--- src/rtl/i4004_bus_pkg.sv ---
// Shared definitions for the i4004 ROM bus master.
//   NIBBLE_W / ADDR_W : bus nibble width and ROM address width
//   state_t           : instruction-cycle phase; the encoding doubles as the
//                       value shown on the debug display
//   req_t             : request fields latched on accept
package i4004_bus_pkg;
  localparam int NIBBLE_W = 4;
  localparam int ADDR_W   = 12;

  typedef enum logic [3:0] {
    ST_IDLE = 4'd0,
    ST_X3   = 4'd1,
    ST_A1   = 4'd2,
    ST_A2   = 4'd3,
    ST_A3   = 4'd4,
    ST_M1   = 4'd5,
    ST_M2   = 4'd6,
    ST_X1   = 4'd7,
    ST_X2   = 4'd8
  } state_t;

  typedef struct packed {
    logic [ADDR_W-1:0]   addr;
    logic                io_en;
    logic [NIBBLE_W-1:0] io_data;
  } req_t;
endpackage

--- src/rtl/i4004_phase_timer.sv ---
// Bus phase divider. Counts 0..PHASE_DIV-1 and flags the last CLK of a phase.
//   CLK   : system clock
//   RESET : async active-high reset
//   clear : hold the count at 0 (bus idle)
//   step  : high on the last CLK of the current phase
module i4004_phase_timer #(
  parameter int PHASE_DIV = 1
) (
  input  logic CLK,
  input  logic RESET,
  input  logic clear,
  output logic step
);
  localparam logic [7:0] LAST = 8'(PHASE_DIV - 1);

  logic [7:0] cnt;

  assign step = (cnt == LAST);

  always_ff @(posedge CLK or posedge RESET) begin
    if (RESET)              cnt <= '0;
    else if (clear || step) cnt <= '0;
    else                    cnt <= cnt + 8'd1;
  end
endmodule

--- src/rtl/i4004_rom_bus_master.sv ---
// CPU-side initiator for the 4-bit multiplexed i4001 ROM bus. Each accepted
// request runs one instruction cycle X3(SYNC) A1 A2 A3 M1 M2 X1 X2 and
// returns the fetched byte; an optional I/O nibble is driven in X2.
//   CLK, RESET            : clock, async active-high reset
//   req_valid/req_ready   : request handshake
//   req_addr              : [11:8] chip, [7:0] byte
//   req_io_en/req_io_data : drive nibble in X2
//   rsp_valid/rsp_data    : one-CLK pulse with {OPR, OPA}
//   SYNC, CM_ROM          : ROM control lines
//   bus_out/bus_oe/bus_in : multiplexed data bus (external tristate)
//   phase                 : current state encoding for the debug display
module i4004_rom_bus_master
  import i4004_bus_pkg::*;
#(
  parameter int PHASE_DIV = 1
) (
  input  logic                CLK,
  input  logic                RESET,
  input  logic                req_valid,
  output logic                req_ready,
  input  logic [ADDR_W-1:0]   req_addr,
  input  logic                req_io_en,
  input  logic [NIBBLE_W-1:0] req_io_data,
  output logic                rsp_valid,
  output logic [7:0]          rsp_data,
  output logic                SYNC,
  output logic                CM_ROM,
  output logic [NIBBLE_W-1:0] bus_out,
  output logic                bus_oe,
  input  logic [NIBBLE_W-1:0] bus_in,
  output logic [3:0]          phase
);
  state_t              state, state_nx;
  req_t                rq;
  logic [NIBBLE_W-1:0] opr, opa;
  logic                step, accept;

  i4004_phase_timer #(.PHASE_DIV(PHASE_DIV)) u_timer (
    .CLK   (CLK),
    .RESET (RESET),
    .clear (state == ST_IDLE),
    .step  (step)
  );

  // Ready never looks at req_valid, so the requester can't form a loop.
  assign req_ready = (state == ST_IDLE) || (state == ST_X2 && step);
  assign accept    = req_valid && req_ready;
  assign phase     = state;
  assign rsp_data  = {opr, opa};

  always_ff @(posedge CLK or posedge RESET) begin
    if (RESET) state <= ST_IDLE;
    else       state <= state_nx;
  end

  always_ff @(posedge CLK or posedge RESET) begin
    if (RESET) begin
      rq        <= '0;
      opr       <= '0;
      opa       <= '0;
      rsp_valid <= 1'b0;
    end else begin
      if (accept) rq <= '{addr: req_addr, io_en: req_io_en, io_data: req_io_data};
      if (state == ST_M1 && step) opr <= bus_in;
      if (state == ST_M2 && step) opa <= bus_in;
      // Registered on the M2->X1 edge: high for exactly the first CLK of X1.
      rsp_valid <= (state == ST_M2) && step;
    end
  end

  always_comb begin
    state_nx = state;
    SYNC     = 1'b0;
    CM_ROM   = 1'b0;
    bus_out  = '0;
    bus_oe   = 1'b0;
    unique case (state)
      ST_IDLE: if (accept) state_nx = ST_X3;
      ST_X3: begin
        SYNC = 1'b1;
        if (step) state_nx = ST_A1;
      end
      ST_A1: begin
        bus_out = rq.addr[3:0];
        bus_oe  = 1'b1;
        if (step) state_nx = ST_A2;
      end
      ST_A2: begin
        bus_out = rq.addr[7:4];
        bus_oe  = 1'b1;
        if (step) state_nx = ST_A3;
      end
      ST_A3: begin
        bus_out = rq.addr[11:8];
        bus_oe  = 1'b1;
        CM_ROM  = 1'b1;
        if (step) state_nx = ST_M1;
      end
      ST_M1: if (step) state_nx = ST_M2;
      ST_M2: if (step) state_nx = ST_X1;
      ST_X1: if (step) state_nx = ST_X2;
      ST_X2: begin
        bus_out = rq.io_data;
        bus_oe  = rq.io_en;
        CM_ROM  = rq.io_en;
        // A new accept here chains straight into the next SYNC.
        if (step) state_nx = accept ? ST_X3 : ST_IDLE;
      end
      default: state_nx = ST_IDLE;
    endcase
  end
endmodule
--- config.mk ---
export PLATFORM = sky130hd
export DESIGN_NAME = i4004_rom_bus_master
export DESIGN_NICKNAME = d
export VERILOG_FILES = /design/src/rtl/i4004_bus_pkg.sv /design/src/rtl/i4004_phase_timer.sv /design/src/rtl/i4004_rom_bus_master.sv
export SDC_FILE = /design/constraint.sdc
export NUM_CORES = 1
export LEC_CHECK = 0
export ABC_AREA = 0
export CORE_MARGIN = 10
export CORE_UTILIZATION = 47
export DETAILED_ROUTE_END_ITERATION = 6
export DONT_BUFFER_PORTS = 1
export MAX_ROUTING_LAYER = met4
export SKIP_CTS_REPAIR_TIMING = 1
export SYNTH_ARGS = -nofsm -noshare
export SYNTH_HDL_FRONTEND = slang
export SYNTH_SLANG_ARGS = --single-unit
--- constraint.sdc ---
create_clock -name CLK -period 5.8 [get_ports CLK]
set_clock_uncertainty 0.05 [all_clocks]
set_input_delay 0.29 -clock CLK [delete_from_list [all_inputs] [get_ports CLK]]
set_output_delay 0.29 -clock CLK [all_outputs]
set_load 0.005 [all_outputs]
* Word-level counts from Yosys, hierarchy flattened
Cells that the tools add are included.
** Cells by class
- Add/sub/neg operators :: 1
- Multiply operators :: 0
- Divide/modulo/power cells :: 0
- $lt $le $gt $ge :: 0
- Equal/unequal tests :: 17
- Shift-type cells :: 0
- Muxes and demuxes :: 16
- Bitwise logic cells :: 0
- Reduce and logical (&&, ||, !) cells :: 10
** Operator list (count)
- $mux 4 :: 9
- $pmux 4 s9 :: 1
- $ne 2x2->1 const B :: 9
- $eq 4x3->1 const B :: 4
- $pmux 4 s4 :: 1
- $reduce_and 9->1 :: 1
- $add 8x1->8 const B :: 1
- $eq 4x2->1 const B :: 2
- $logic_not 8->1 :: 1
- $mux 8 :: 1
- $eq 4x1->1 const B :: 1
- $eq 4x4->1 const B :: 1
- $logic_and 1x1->1 :: 4
- $logic_not 4->1 :: 1
- $pmux 1 s2 :: 2
- $reduce_or 3->1 :: 1
- $logic_or 1x1->1 :: 2
- $mux 1 :: 2
** Storage, ports and cells
- Flip-flop bits (word level) :: 38
- Bits in latches :: 0
- RAM bits :: 0
- ROM bits :: 0
- Input bits :: 24
- Output and inout bits :: 21
- Word-level logic and storage cells :: 52
- Memories kept :: 0

* Logic depth before layout (Yosys ltp)
- Depth in word-level cells :: 7
- Mapped depth :: 7
- Depth with buffers taken out :: 5

* By module
Synthesis repeated with hierarchy kept, for this count alone.
** Second synthesis, totals
- Cell total of the unflattened synthesis :: 152
- Area, all modules :: 1893.1 um^2
** Modules (own cells, without submodules)
- i4004_rom_bus_master :: times used 1, cells each 110, area an instance 1473.9 um^2, seq. area each 750.7 um^2
- i4004_phase_timer :: times used 1, cells each 42, area an instance 419.2 um^2, seq. area each 200.2 um^2

* Worst setup path before layout
No wires, ideal clock.
- Kind :: reg2reg
- From :: reg u_timer.cnt[5]
- To :: reg opa[0]
- Setup time :: 0.125 ns
- Data arrival time :: 1.730 ns
- Required time :: 5.625 ns
- Setup slack :: 3.895 ns
- Cell stages (with the launch flop) :: 6
- Buffers on the path :: 1
- Clock period less this slack :: 1.905 ns
- Path through :: dfrtp_1 > nor4_4 > nand3_4 > or3_1 > buf_6 > mux2_4
** On the way
- Longest elaborated chain between the ends :: 2
** Ends and longest elaborated chain
- start: declaration :: line i4004_phase_timer.sv:16 : logic [7:0] cnt;
- start signal: assignment :: line i4004_phase_timer.sv:23 : else cnt <= cnt + 8'd1;
- $logic_not 8->1 :: line i4004_phase_timer.sv:18 : assign step = (cnt == LAST);
- $logic_and 1x1->1 :: line i4004_rom_bus_master.sv:65 : if (state == ST_M2 && step) opa <= bus_in;
- end signal: assignment :: line i4004_rom_bus_master.sv:65
- end: declaration :: line i4004_rom_bus_master.sv:35 : logic [NIBBLE_W-1:0] opr, opa;
No other way between the ends.
A chain may end at the register's enable or synchronous reset.

* Final worst setup path
- From :: reg state[0] (netlist: phase[0])
- To :: out req_ready
** On the way
- Longest elaborated chain between the ends :: 3
- Elaborated cells between the ends (all ways) :: 4
- Classes of those cells :: 1 x eq/ne; 3 x reduce/logical
** Ends and longest elaborated chain
- start: declaration :: line i4004_rom_bus_master.sv:33 : state_t state, state_nx;
- start signal: assignment :: line i4004_rom_bus_master.sv:53 : else state <= state_nx;
- $eq 4x4->1 :: line i4004_rom_bus_master.sv:46 : assign req_ready = (state == ST_IDLE) || (state == ST_X2 && step);
- $logic_and 1x1->1 :: line i4004_rom_bus_master.sv:46
- $logic_or 1x1->1 (*) :: line i4004_rom_bus_master.sv:46
- end: declaration :: line i4004_rom_bus_master.sv:20 : output logic req_ready,
Mark *: on every way between the ends. The rest lies on a longest branch, timed or not.

==> run metrics <==
number of global-route vias before repair 1,179; global routing usage summed across all routing layers 0.115; buffer type at the clock tree root sky130_fd_sc_hd__clkbuf_8; Hold Fails Final Rpt 0; Initial DRC Count between 60 and 70; synthesis-to-finish area growth 5.92%; average cell area after synthesis about 12 sq um; Worst path slowest cell sky130_fd_sc_hd__dfrtp_1; routability congestion estimate from global placement between 0.7 and 0.8; Worst-path clk slew around 70 ps; clock buffer depth 2; area taken by multi-input logic gates 835 sq um; crit path cell chain nor2_1, nand2_1, a21oi_1; EDFF count, synth 0; Remaining DRCs 0; unique cell type count in the Yosys netlist 35; routed length per instance 19.3 um; Yosys Warn Count 0; Final TNS setup 0 ps; final net count 178; type of destination of the critical path primary output; run status finished, final reports clean; number of buffer and inverter stages on the critical path 0; biggest cell delay along the critical path 580 ps; count of nets left with antenna violations after detail routing 0; via count of the routed design between 1,000 and 1,500; placeable core region around 3700 sq um; worst IR drop on VDD between 0.0002 and 0.0003 V; wirelength, routed approximately 3.9 mm; Final Cycle Share 0.391; Max Clock Freq ~440 MHz; sequential area share after synthesis 0.511; buffers added on ports 0; Worst Path Arrival 1930 ps; startpoint class of the critical path flop; Ports 45; GRT Residual Overflow 0; number of cells in the finished layout apart from fillers 201; number of storage elements in the synthesis netlist 38; CP Class flop to primary output; post-place instance area 1870 sq um; number of search-and-repair iterations in the first detailed-routing pass 4; fraction of registers with async set or reset after synthesis 1.00; setup-violating endpoint count in the final report 0; Power Density 509 nW/um^2; post-layout instance area 1970 sq um; Primary FF master, synth sky130_fd_sc_hd__dfrtp_1; first-pass GRT wire length 6.23 mm; Core Rows 22; share of post-route cells with drive strength above 1 0.255; TritonCTS clock tree done; # clock sinks 38; worst slew margin relative to its limit 0.616; Synth Instances 150; number of max-slew violations in the final report 0; number of antenna violations at the first check in global routing 0; leakage power 0.000908 uW; largest net degree at the start of global routing 30; Worst Hold Class input pin to flop; Die X-Extent 82.9 um; Skew-Pair Late Insertion Delay 290 ps; crit path time final 2270 ps; Worst-Margin Slew 572 ps; Net Count, Synth 176; Mapped Area 1860 sq um; clock buffer count from CTS 5; count of H-tree levels built during CTS 2; die area a little under 7000 sq um; MaxCap Viol Count 0; placed cells about 190; Starting Density 0.497; die span in y 82.9 um; crit-path leading delay family simple AND/OR/NAND/NOR gates; fill cell instance count of the final layout between 300 and 400; DR vias/cell 5.62; unrepaired setup endpoints after global routing no; required time of the worst setup path 5460 ps; flip-flop and latch area 951 sq um; antenna diode count 0; critical path fanouts, max 15; DP HPWL 2.90 mm
## per-stage QoR
stage                util  worst slack [ps]  total power (uW)  hold slack (ps)
CTS                 0.523              3510              1020             -200
floorplan               -              3900               757              389
finish              0.526              3530              1000             95.8
global route        0.526              3350              1080             76.7
global placement    0.499              3630               815              102
detailed placement  0.499              3660               828              121
## area by class of cell
cell class | count | share of cell area
clock buffer | 7 | 0.0438
inverter | 4 | 0.00762
sequential | 38 | 0.483
clock inverter | 1 | 0.00254
multi-input combinational | 101 | 0.424
tap | 48 | 0.0305
timing repair buffer | 2 | 0.00889
## layer usage
| layer | track usage | share of wire | up-vias |
|---|---|---|---|
| met5 | - | 0 | - |
| met4 | 0.0369 | 0.0085 | 0 |
| met3 | 0.0498 | 0.059 | 5 |
| met2 | 0.173 | 0.49 | 33 |
| met1 | 0.134 | 0.44 | 562 |
| li1 | - | - | 530 |
## final timing paths
kind	start	to	slack, ps	cells after the start
max	phase[0]	req_ready	3530	3
min	bus_in[0]	opa[0]	100	1
min in group asynchronous	RESET	opa[1]	350	2
min reg2reg	rq[12]	rq[12]	460	1
max in group asynchronous	RESET	rq[4]	4650	3
max reg2reg	phase[0]	rq[7]	3680	4
## placed cells by master (no fill, tap or decap), types with 3 or more instances in the layout
cell type,count
sky130_fd_sc_hd__dfrtp_1,38
sky130_fd_sc_hd__nor2_1,14
sky130_fd_sc_hd__mux2_2,14
sky130_fd_sc_hd__mux2_4,13
sky130_fd_sc_hd__nand3_1,11
sky130_fd_sc_hd__o21ai_0,6
sky130_fd_sc_hd__xor2_1,6
sky130_fd_sc_hd__clkbuf_8,6
sky130_fd_sc_hd__nand2_1,4
sky130_fd_sc_hd__inv_1,4
sky130_fd_sc_hd__mux2i_1,4
sky130_fd_sc_hd__a21oi_1,3
sky130_fd_sc_hd__a31oi_1,3
## synthesized netlist by cell type, types with 2 or more instances
library cell | n | area (sq um)
sky130_fd_sc_hd__inv_1 | 4 | 15.0
sky130_fd_sc_hd__dfrtp_1 | 38 | 951
sky130_fd_sc_hd__nor2b_1 | 2 | 12.5
sky130_fd_sc_hd__nand2_1 | 4 | 15.0
sky130_fd_sc_hd__and3_1 | 2 | 12.5
sky130_fd_sc_hd__clkbuf_1 | 2 | 7.51
sky130_fd_sc_hd__nor2_1 | 14 | 52.6
sky130_fd_sc_hd__ha_1 | 2 | 25.0
sky130_fd_sc_hd__a31oi_1 | 3 | 18.8
sky130_fd_sc_hd__nor3_1 | 2 | 10.0
sky130_fd_sc_hd__mux2_4 | 13 | 195
sky130_fd_sc_hd__o21ai_0 | 6 | 30.0
sky130_fd_sc_hd__mux2_2 | 14 | 158
sky130_fd_sc_hd__buf_6 | 2 | 22.5
sky130_fd_sc_hd__or3_1 | 2 | 12.5
sky130_fd_sc_hd__xor2_1 | 6 | 52.6
sky130_fd_sc_hd__nand3_1 | 11 | 55.1
sky130_fd_sc_hd__mux2i_1 | 4 | 40.0
sky130_fd_sc_hd__a21oi_1 | 3 | 15.0
## state kept, by name (all words and copies together) (netlist names)
signal / flops
opa: 4
rsp_valid: 1
rq: 17
u_timer.cnt: 8
opr: 4
phase: 4
## cell families (layout without fill, tap and decap cells)
logic type	Yosys count	after routing	share of synthesized area
AND/OR/NAND/NOR	45	45	0.138
flip-flops	38	38	0.511
multiplexers	31	31	0.211
AO/OA/AOI/OAI	16	16	0.0532
buffers and inverters	11	14	0.0397
XOR/XNOR	7	7	0.0330
adder cells (fa/ha/maj)	2	2	0.0135
## where the power goes
| group | internal, uW | total (uW) | leakage [uW] | switching, uW |
|---|---|---|---|---|
| registers | 371 | 484 | 0.000471 | 113 |
| logic | 191 | 335 | 0.000390 | 145 |
| clock network | 95.8 | 183 | 0.0000482 | 87.1 |
(Power assumes the default switching activity.)
